--- src/rtl/link_port.sv ---
// Router link port: TX/RX flit FIFOs between the switch and one torus connector slice,
// with a registered ready bit for link credit. Optional counters under LINK_PORT_STATS_EN.
module link_port #(
  parameter int unsigned PORT_SIZE = 39,
  parameter int unsigned DEPTH     = 4
) (
  input  logic                 clk_i,
  input  logic                 rst_i,
  input  logic [PORT_SIZE-3:0] tx_data_i,
  input  logic                 tx_valid_i,
  output logic                 tx_ready_o,
  output logic [PORT_SIZE-3:0] rx_data_o,
  output logic                 rx_valid_o,
  input  logic                 rx_ready_i,
  output logic [PORT_SIZE-1:0] link_o,
  input  logic [PORT_SIZE-1:0] link_i,
  output logic                 rx_ovf_o
`ifdef LINK_PORT_STATS_EN
  ,
  output logic [15:0]          tx_cnt_o,
  output logic [15:0]          rx_cnt_o
`endif
);

  localparam int unsigned FLIT_W = PORT_SIZE - 2;
  localparam int unsigned PTR_W  = (DEPTH > 1) ? $clog2(DEPTH) : 1;
  localparam int unsigned CNT_W  = $clog2(DEPTH) + 1;

  logic [FLIT_W-1:0] tx_mem [DEPTH];
  logic [FLIT_W-1:0] rx_mem [DEPTH];
  logic [PTR_W-1:0]  tx_wr_ptr, tx_rd_ptr, rx_wr_ptr, rx_rd_ptr;
  logic [CNT_W-1:0]  tx_count, rx_count, tx_count_nxt, rx_count_nxt;

  logic              link_ready_q, link_valid_q;
  logic [FLIT_W-1:0] link_flit_q;

  logic peer_ready, rx_in_valid;
  logic tx_push, tx_pop, rx_push, rx_pop, rx_full, rx_drop;

  assign peer_ready  = link_i[PORT_SIZE-1];
  assign rx_in_valid = link_i[PORT_SIZE-2];

  // Full means no accept even if a pop happens this cycle (no bypass).
  assign tx_ready_o = !rst_i && (tx_count != CNT_W'(DEPTH));
  assign tx_push    = tx_valid_i && tx_ready_o;
  assign tx_pop     = (tx_count != '0) && peer_ready;

  assign rx_valid_o = (rx_count != '0);
  assign rx_data_o  = rx_mem[rx_rd_ptr];
  assign rx_pop     = rx_valid_o && rx_ready_i;
  assign rx_full    = (rx_count == CNT_W'(DEPTH));
  assign rx_push    = rx_in_valid && (!rx_full || rx_pop);
  assign rx_drop    = rx_in_valid && rx_full && !rx_pop;

  assign link_o = {link_ready_q, link_valid_q, link_flit_q};

  always_comb begin
    tx_count_nxt = tx_count;
    rx_count_nxt = rx_count;
    if (tx_push && !tx_pop)      tx_count_nxt = tx_count + CNT_W'(1);
    else if (!tx_push && tx_pop) tx_count_nxt = tx_count - CNT_W'(1);
    if (rx_push && !rx_pop)      rx_count_nxt = rx_count + CNT_W'(1);
    else if (!rx_push && rx_pop) rx_count_nxt = rx_count - CNT_W'(1);
  end

  // Storage arrays carry no reset; validity is tracked by the counters.
  always_ff @(posedge clk_i) begin
    if (tx_push) tx_mem[tx_wr_ptr] <= tx_data_i;
    if (rx_push) rx_mem[rx_wr_ptr] <= link_i[FLIT_W-1:0];
  end

  always_ff @(posedge clk_i) begin
    if (rst_i) begin
      tx_wr_ptr    <= '0;
      tx_rd_ptr    <= '0;
      rx_wr_ptr    <= '0;
      rx_rd_ptr    <= '0;
      tx_count     <= '0;
      rx_count     <= '0;
      link_ready_q <= 1'b0;
      link_valid_q <= 1'b0;
      link_flit_q  <= '0;
      rx_ovf_o     <= 1'b0;
    end else begin
      if (tx_push) tx_wr_ptr <= tx_wr_ptr + PTR_W'(1);
      if (tx_pop)  tx_rd_ptr <= tx_rd_ptr + PTR_W'(1);
      if (rx_push) rx_wr_ptr <= rx_wr_ptr + PTR_W'(1);
      if (rx_pop)  rx_rd_ptr <= rx_rd_ptr + PTR_W'(1);
      tx_count <= tx_count_nxt;
      rx_count <= rx_count_nxt;
      // Two free slots keep room for the flit already in flight while ready lags.
      link_ready_q <= (rx_count_nxt <= CNT_W'(DEPTH - 2));
      link_valid_q <= tx_pop;
      if (tx_pop) link_flit_q <= tx_mem[tx_rd_ptr];
      if (rx_drop) rx_ovf_o <= 1'b1;
    end
  end

`ifdef LINK_PORT_STATS_EN
  always_ff @(posedge clk_i) begin
    if (rst_i) begin
      tx_cnt_o <= '0;
      rx_cnt_o <= '0;
    end else begin
      if (tx_pop)  tx_cnt_o <= tx_cnt_o + 16'd1;
      if (rx_push) rx_cnt_o <= rx_cnt_o + 16'd1;
    end
  end
`else
  // Statistics counters not built.
`endif

endmodule

--- config.mk ---
export PLATFORM = sky130hd
export DESIGN_NAME = link_port
export DESIGN_NICKNAME = d
export VERILOG_FILES = /design/src/rtl/link_port.sv
export SDC_FILE = /design/constraint.sdc
export NUM_CORES = 1
export LEC_CHECK = 0
export CAP_MARGIN = 15
export CELL_PAD_IN_SITES_DETAIL_PLACEMENT = 1
export CELL_PAD_IN_SITES_GLOBAL_PLACEMENT = 1
export CORE_UTILIZATION = 50
export DETAILED_ROUTE_END_ITERATION = 16
export PLACE_DENSITY_LB_ADDON = 0.1
export RECOVER_POWER = 25
export SETUP_SLACK_MARGIN = 0.4
export SLEW_MARGIN = 20
export SYNTH_ARGS = -nofsm -noshare
export SYNTH_HDL_FRONTEND = slang
export SYNTH_SLANG_ARGS = --single-unit
export TNS_END_PERCENT = 10
--- constraint.sdc ---
create_clock -name clk_i -period 6.8 [get_ports clk_i]
set_clock_uncertainty 0.2 [all_clocks]
set_input_delay 1.02 -clock clk_i [delete_from_list [all_inputs] [get_ports clk_i]]
set_output_delay 1.02 -clock clk_i [all_outputs]
set_load 0.05 [all_outputs]
==> impl_metrics.json <==
{
  "drtIter0Drc": 376,
  "power_density_nw_per_um2": 396,
  "cp_max_fo": 37,
  "drive_gt1_frac": 0.169,
  "routed_wl_um": 26300,
  "synth_common_cells": "296 x edfxtp_1, 76 x nand2_1, 74 x mux4_2",
  "first_pass_iters": 5,
  "wl_per_cell_um": 22.0,
  "async_flop_share": 0,
  "hold_buffers": 0,
  "die_h_um": 163,
  "cp.required_ns": 5.58,
  "rsz0062_at_grt": "false",
  "place_congestion": 0.724,
  "grt_pass1_vias": 7179,
  "yosysWarningCount": 0,
  "rows": 58,
  "synth.area.top_cells": "edfxtp_1 69%, mux4_2 13%, dfxtp_1 8.6%, nand2_1 2.2%, a21oi_1 1.6%",
  "max-slew-margin-rel": 0.301,
  "grt_max_degree": 58,
  "yosysMostFrequentCell": "edfxtp_1",
  "die_width_um": 163,
  "num_vias": 6585,
  "cts.repair.resized": 0,
  "switchingPower_mw": 1.99,
  "synth_flop_cell": "edfxtp_1",
  "dp_hpwl_um": 15900,
  "ant_nets": 0,
  "initial_core_util": 0.512,
  "slew_viol_final": 0,
  "syn_area_per_cell_um2": 19.5,
  "fin_util": 0.631,
  "period_needed_ns": 4.00,
  "fmax_mhz": 250,
  "cp-start-kind": "flip-flop",
  "io_pins": 159,
  "ys_seq_area_frac": 0.772,
  "fill_cells": 2178,
  "post-route-drc-count": 0,
  "setup_violations": 0,
  "hold_class": "reg -> reg",
  "numClockSinks": 352,
  "die_area_um2": 26600,
  "arrival_ns": 2.78,
  "crit_type": "reg -> out",
  "combPwrFrac": 0.286,
  "cts_root_buffer": "clkbuf_16",
  "syn-num-nets": 760,
  "cts_buffers": 36,
  "netlist_area_um2": 13000,
  "end_kind": "output port",
  "h-tree-depth": 2,
  "ir_drop_mv": 0.284,
  "fin_area_um2": 16000,
  "grt.overflow.total": 0,
  "leakage_nw": 5.17,
  "finalCritPeriodShare": 0.588,
  "fin_setup_tns_ns": 0,
  "synth_top_area_share": 0.685,
  "final_nets": 927,
  "io_buffers": 158,
  "ys_ff_latch": 352,
  "grt_pass1_wl_um": 40500,
  "post-cts-setup-buffer-count": 0,
  "intPower_mw": 4.34,
  "clock_insertion_delay_worst_skew_ns": 0.51,
  "p_seq_frac": 0.425,
  "worst_pin_slew_ns": 1.05,
  "outcome": "complete, no violations",
  "final_hold_viol_count": 0,
  "synth-edff-count": 296,
  "maxCapViolCount": 0,
  "avgViaCountPerCell": 5.52,
  "p_total_mw": 6.32,
  "power_frac_clock": 0.289,
  "antenna_found_initial": 6,
  "placed_area_um2": 14900,
  "cts.path.max_buffers": 3,
  "syn2layout_area_growth_pct": 23.1,
  "synth_area_leader_cell": "edfxtp_1",
  "cts_tree": "yes",
  "ys_types": 38,
  "grt_usage": 0.204,
  "switching_share": 0.314,
  "core_um2": 25300,
  "path_clk_slew_ns": 0.06,
  "syn_inst": 667
}
[per-layer routing]
layer	GRT usage	vias to the layer above	wire, µm
li1	-	2947	-
met1	0.251	3422	10400
met2	0.361	174	13900
met3	0.0452	36	1510
met4	0.0586	6	393
met5	0	-	39
[flip-flops by register name, indices dropped and copies added (netlist names), named ones only]
signal        cells
rx_count          3
link_ready_q      1
tx_mem          148
tx_count          3
tx_wr_ptr         2
rx_wr_ptr         2
rx_rd_ptr         2
tx_rd_ptr         2
rx_mem          148
link_flit_q      37
link_valid_q      1
rx_ovf_o          1
[cells in the final DEF, fill, tap and decap left out, drive strengths merged, types with 2 or more instances in the layout]
cell / n
nand2: 76
dlygate4sd3: 50
xnor2: 6
and2: 9
buf: 6
edfxtp: 296
nor2b: 3
clkbuf: 50
nand3: 2
clkdlybuf4s50: 107
a221oi: 2
ha: 12
diode: 4
clkinv: 12
xor2: 4
a21oi: 41
a31oi: 3
dfxtp: 56
nor2: 17
mux4: 74
inv: 13
mux2i: 2
[worst max-delay path: stages, from the launching register on]
cell	delay (ns)
dfxtp_2	0.32
buf_4	0.59
mux4_2	0.61
clkdlybuf4s50_1	0.74
[cell families (layout without fill, tap and decap cells)]
group / after synthesis / count (layout) / share of synthesized area
adder cells (fa/ha/maj): 13 / 13 / 0.0131
flip-flops: 352 / 352 / 0.772
AND/OR/NAND/NOR: 115 / 115 / 0.0385
multiplexers: 77 / 77 / 0.131
other: 0 / 4 / 0
AO/OA/AOI/OAI: 53 / 53 / 0.0232
buffers and inverters: 47 / 240 / 0.0160
XOR/XNOR: 10 / 10 / 0.00675
[final timing paths]
kind / start / to / slack [ns] / depth (start not counted)
hold reg to reg: link_flit_q[8]$_SDFFE_PP0P_ / link_flit_q[8]$_SDFFE_PP0P_ / 0.26 / 2
setup reg to reg: rx_count[1]$_SDFF_PP0_ / rx_mem[1][9]$_DFFE_PP_ / 4.01 / 4
hold / removal: link_flit_q[8]$_SDFFE_PP0P_ / link_flit_q[8]$_SDFFE_PP0P_ / 0.26 / 2
setup / recovery: flip-flop / rx_data_o[28] / 2.80 / 3
[stage by stage]
stage          hold WS (ns)  setup slack [ns]  std cells
5_1_grt               0.279              2.63       1190
3_5_place_dp          0.255              2.96       1125
6_report              0.258              2.80       1194
3_3_place_gp          0.247              3.07       1125
4_1_cts               0.264              2.73       1189
2_1_floorplan         0.285              3.40        667
[cell type report]
class                      instances  area [µm²]  share of cell area
sequential                       352       10000               0.627
multi-input combinational        268        2770               0.173
timing repair buffer             163        1630               0.102
clock buffer                      50        1000              0.0629
tap                              330         413              0.0258
clock inverter                    14        90.1             0.00564
inverter                          13        48.8             0.00305
antenna                            4        10.0            0.000627
[power by group through the flow]
stage	combinational [mW]	clock [mW]	sequential [mW]
finish	1.81	1.83	2.69
floorplan	1.12	0	2.87
detailed placement	1.84	0	2.74
CTS	1.85	1.87	2.69
global route	1.92	1.94	2.71
global placement	1.80	0	2.72
Power figures use the tool's default switching activity.
==> edit 1 (same flow settings) <==
Build with the macro `LINK_PORT_STATS_EN` defined.
--- a/src/rtl/link_port.sv
+++ b/src/rtl/link_port.sv
@@ -2,2 +2,4 @@
 // with a registered ready bit for link credit. Optional counters under LINK_PORT_STATS_EN.
+`define LINK_PORT_STATS_EN
+
 module link_port #(
Function (old outputs only; new: rx_cnt_o and tx_cnt_o): kept (equiv_simple and equiv_induct, registers matched by name and starting in step).
==> edit 1 against the original RTL <==
- cell area is 12% higher
- non-clock buffer count is 30 higher
- critical path type unchanged
- routed wire length is 17% higher
- first-iteration DRC count is 37% higher
- area after synthesis is 11% higher
- power is 8.6% higher
- setup slack worse by 0.23 ns
- via count is 19% higher
- sequential share of layout area is 3.3 points lower
- final cell count is 20% higher
- core utilization is 0.76 points higher
- sequential cell count is 32 higher
==> edit 1: results (changes against the original RTL) <==
- Vias in the first global route: 8392 (+17%)
- Layout fillers: 2521 (+16%)
- Initial DRC count: 514 (+37%)
- DR vias/cell: 5.475 (-0.73%)
- Met1 usage: 26.64% (+1.5 points)
- Routed WL per cell: 21.53 um (-2.2%)
- Post-synth cell types: 46 (+21%)
- Router iterations before antenna repair: 4 (-1)
- Lkg Pwr: 5.803 nW (+12%)
- Crit-path max cell delay: 0.74 ns (about the same)
- Routed met1 length: 12570 um (+20%)
- Share of cells above drive strength 1: 14.61% (-2.2 points)
- H-tree depth: 2 (unchanged)
- Reg2reg setup slack: 3.38 ns (-0.63 ns)
- Reg2reg path depth: 9 (+5)
- Final #Nets: 1119 (+21%)
- Switching portion of total power: 30.61% (-0.83 points)
- Worst Path Max Fanout: 24 (-35%)
- Worst hold slack: 0.2545 ns (-0.003777 ns)
- Worst r2r src: tx_count[2]$_SDFFE_PP0P_
- M2 GR Usage: 38.29% (+2.2 points)
- Post-DP HPWL: 18540 um (+17%)
- Tmin final: 4.232 ns (+0.2328 ns)
- Largest net degree at the start of global routing: 94 (+62%)
- Top post-synthesis cells by count: 296 x edfxtp_1, 90 x nand2_1, 88 x dfxtp_1
- Reg-to-reg endpoint: tx_count[2]$_SDFFE_PP0P_
- Wire length on met2: 15950 um (+15%)
- First-pass GRT wire length: 47640 um (+18%)
- Status: finished, final reports clean
- Synthesized Nets: 930 (+22%)
- Post-place setup slack: 2.484 ns (-0.4726 ns)
- Critical path destination: rx_data_o[14]
- WL final: 30870 um (+17%)
- Final RePlAce weighted congestion: 0.7181 (-0.75%)
- WL met3: 1581 um (+5.0%)
- DP Cell Count: 1361 (+21%)
- Post-synthesis sequential area ratio: 73.93% (-3.2 points)
- Worst Hold Depth: 2 (unchanged)
- M3 GR Usage: 4.050% (-0.47 points)
- GRT Util Overall: 21.52% (+1.1 points)
- Cells taking the most area after synthesis: edfxtp_1 62%, dfxtp_1 12%, mux4_2 12%
edit 1: changes by cell type after synthesis, sizes merged, moves of 8 or more:
| cell | before | now |
|---|---|---|
| dfxtp | 56 | 88 |
| nor2 | 17 | 32 |
| xor2 | 4 | 12 |
| o21ai | 1 | 9 |
| clkbuf | 13 | 26 |
| nand2 | 76 | 90 |
| or3 | 1 | 9 |
| nand3 | 2 | 13 |
| a21oi | 41 | 55 |
edit 1: cell families (layout without fill, tap and decap cells):
kind of cell               Yosys count  in the layout  share of synthesized area [%]
adders and majority gates           15             15                          1.355
AOI/OAI and AO/OA                   77             77                          2.927
buffers and inverters               58            277                          1.789
DFF                                384            384                          73.93
other                                0              2                              0
and+or+nand+nor                    196            196                          6.453
muxes                               80             80                          12.02
xor gates and xnor gates            25             25                          1.520
edit 1: area by class of cell:
class	count	area share, %
antenna	2	0.02791
sequential	384	59.43
tap	378	2.638
inverter	13	0.2722
multi-input combinational	393	19.60
clock inverter	17	1.221
clock buffer	54	6.099
timing repair buffer	193	10.72
==> edit 2 (config.mk and constraints unchanged) <==
Made on the original files. Register the output `rx_ovf_o` once more, without a reset; this adds one clock of latency there. The other outputs are not delayed to match.
--- a/src/rtl/link_port.sv
+++ b/src/rtl/link_port.sv
@@ -27,2 +27,4 @@
   localparam int unsigned CNT_W  = $clog2(DEPTH) + 1;
+
+  logic rx_ovf_s0;
 
@@ -82,3 +84,3 @@
       link_flit_q  <= '0;
-      rx_ovf_o     <= 1'b0;
+      rx_ovf_s0    <= 1'b0;
     end else begin
@@ -94,3 +96,3 @@
       if (tx_pop) link_flit_q <= tx_mem[tx_rd_ptr];
-      if (rx_drop) rx_ovf_o <= 1'b1;
+      if (rx_drop) rx_ovf_s0 <= 1'b1;
     end
@@ -112,2 +114,6 @@
 
+  always_ff @(posedge clk_i) begin
+    rx_ovf_o <= rx_ovf_s0;
+  end
+
 endmodule
Formal check against the unedited RTL: same outputs for any inputs over 4 cycles, from zero or initial values and one cycle with rst_i high; that may be too few to reach the edited logic, so the function may still have changed.
==> edit 2 against the original RTL <==
- power up 0.85%
- global-route usage down 0.11 points
- sequential power up 1%
- cell area up 0.50%
- area after synthesis up 0.15%
- routed wire length down 0.81%
- setup slack worse by 0.16 ns
- synthesized cell count up 0.15%
- sequential cell count up 1
- largest cell class unchanged
==> edit 2: results (changes against the original RTL) <==
- First-pass GRT wire length: 39860 um (-1.5%)
- Wire length on met2: 13620 um (-2.1%)
- Met1 usage: 25.66% (+0.54 points)
- Post-place setup slack: 2.910 ns (-0.04606 ns)
- Reg-to-reg endpoint: rx_mem[1][7]$_DFFE_PP_
- Synthesized Nets: 761 (+0.13%)
- Compound-Gate Fraction of Synth Area: 2.321% (-0.0036 points)
- Final setup margin: 2.636 ns (-0.1645 ns)
- Post-synthesis sequential area ratio: 77.19% (about the same)
- CTS Root Cell: clkbuf_16
- Worst hold path type: reg2reg
- Peak supply drop: 268.0 uV (-5.6%)
- Worst hold slack: 0.1751 ns (-0.08321 ns)
- Initial antenna violation count: 5 (-1)
- Post-synth cell types: 38 (unchanged)
- Largest regs: rx_mem: 148 flops, tx_mem: 148 flops, link_flit_q: 37 flops
- Number of synthesized flops with an enable pin: 296 (unchanged)
- Top post-synthesis cells by count: 296 x edfxtp_1, 76 x nand2_1, 74 x mux4_2
- GRT Util Overall: 20.28% (-0.11 points)
- Yosys warning count: 0 (unchanged)
- Worst r2r src: rx_count[1]$_SDFF_PP0_
- Crit-path slowest cell: clkdlybuf4s50_1
- M2 GR Usage: 35.75% (-0.35 points)
- Reg2reg path depth: 4 (unchanged)
- Status: finished, final reports clean
- Reg2reg setup slack: 3.97 ns (-0.04 ns)
- XOR/XNOR Fraction of Synth Area: 0.6740% (-0.0010 points)
- Share of cells above drive strength 1: 17.87% (+1.0 points)
- Post-synth ARST share: 0% (unchanged)
- Worst Path Max Fanout: 26 (-30%)
- Final #Nets: 929 (+0.22%)
- Routed met1 length: 10750 um (+2.9%)
- Number of post-CTS setup repair buffers: 0 (unchanged)
- Final RePlAce weighted congestion: 0.7258 (+0.32%)
- Relative slew slack: 27.46% (-2.7 points)
- CP delay by family, top: buffers and inverters
- WL final: 26080 um (-0.81%)
- Synth Area in Adders: 1.310% (-0.0020 points)
- Mux cell area share after synthesis: 13.07% (-0.020 points)
- Initial DRC count: 402 (+6.9%)
- M3 GR Usage: 3.834% (-0.69 points)
- H-tree depth: 2 (unchanged)
- DR vias/cell: 5.492 (-0.41%)
- Total CTS buffers: 36 (unchanged)
- Vias in the first global route: 7098 (-1.1%)
- Post-DP HPWL: 15990 um (+0.46%)
- Cells taking the most area after synthesis: edfxtp_1 68%, mux4_2 13%, dfxtp_1 8.8%
- CP Class: reg2out
- Router iterations before antenna repair: 4 (-1)
- Port-buffer cells: 158 (unchanged)
- Critical path destination: rx_data_o[8]
- WL met3: 1252 um (-17%)
- Lkg Pwr: 5.223 nW (+1.1%)
- Clock insertion delay at the later pin of the skew report: approximately 0.5 ns
edit 2: worst min-delay path by stage:
stage	start	to	depth (start not counted)
after floorplan	rx_ovf_s0$_SDFFE_PP0P_	rx_ovf_o$_DFF_P_	0
after global placement	rx_ovf_s0$_SDFFE_PP0P_	rx_ovf_o$_DFF_P_	0
after detailed placement	rx_ovf_s0$_SDFFE_PP0P_	rx_ovf_o$_DFF_P_	0
after CTS	rx_ovf_s0$_SDFFE_PP0P_	rx_ovf_o$_DFF_P_	0
after global routing	rx_ovf_s0$_SDFFE_PP0P_	rx_ovf_o$_DFF_P_	0
final	rx_ovf_s0$_SDFFE_PP0P_	rx_ovf_o$_DFF_P_	0
edit 2: worst reg2reg max path, cell delays in order (launching register included):
cell     delay (ns)
dfxtp_1        0.43
inv_1          0.10
ha_1           0.29
a31oi_1        0.48
and2_2         0.91
edit 2: report_power, final:
part,internal [mW],switching [mW],leakage (nW)
combinational,0.720,1.06,1.48
clock,1.12,0.751,0.578
sequential,2.56,0.166,3.17
total,4.40,1.98,5.22
edit 2: layout make-up:
| cell class | count | area [um2] |
|---|---|---|
| multi-input combinational | 268 | 2768 |
| fill | 2143 | 9271 |
| inverter | 13 | 48.80 |
| clock inverter | 18 | 135.1 |
| timing repair buffer | 164 | 1642 |
| clock buffer | 46 | 1010 |
| sequential | 353 | 10030 |
| tap | 330 | 412.9 |
| antenna | 2 | 5.005 |
edit 2: stage by stage:
stage / power [mW] / area (um2) / instances
final: 6.379 / 16060 / 1194
after global routing: 6.640 / 16050 / 1193
after CTS: 6.466 / 16020 / 1191
after detailed placement: 4.582 / 14880 / 1127
after global placement: 4.527 / 14880 / 1127
after floorplan: 4.000 / 12990 / 668
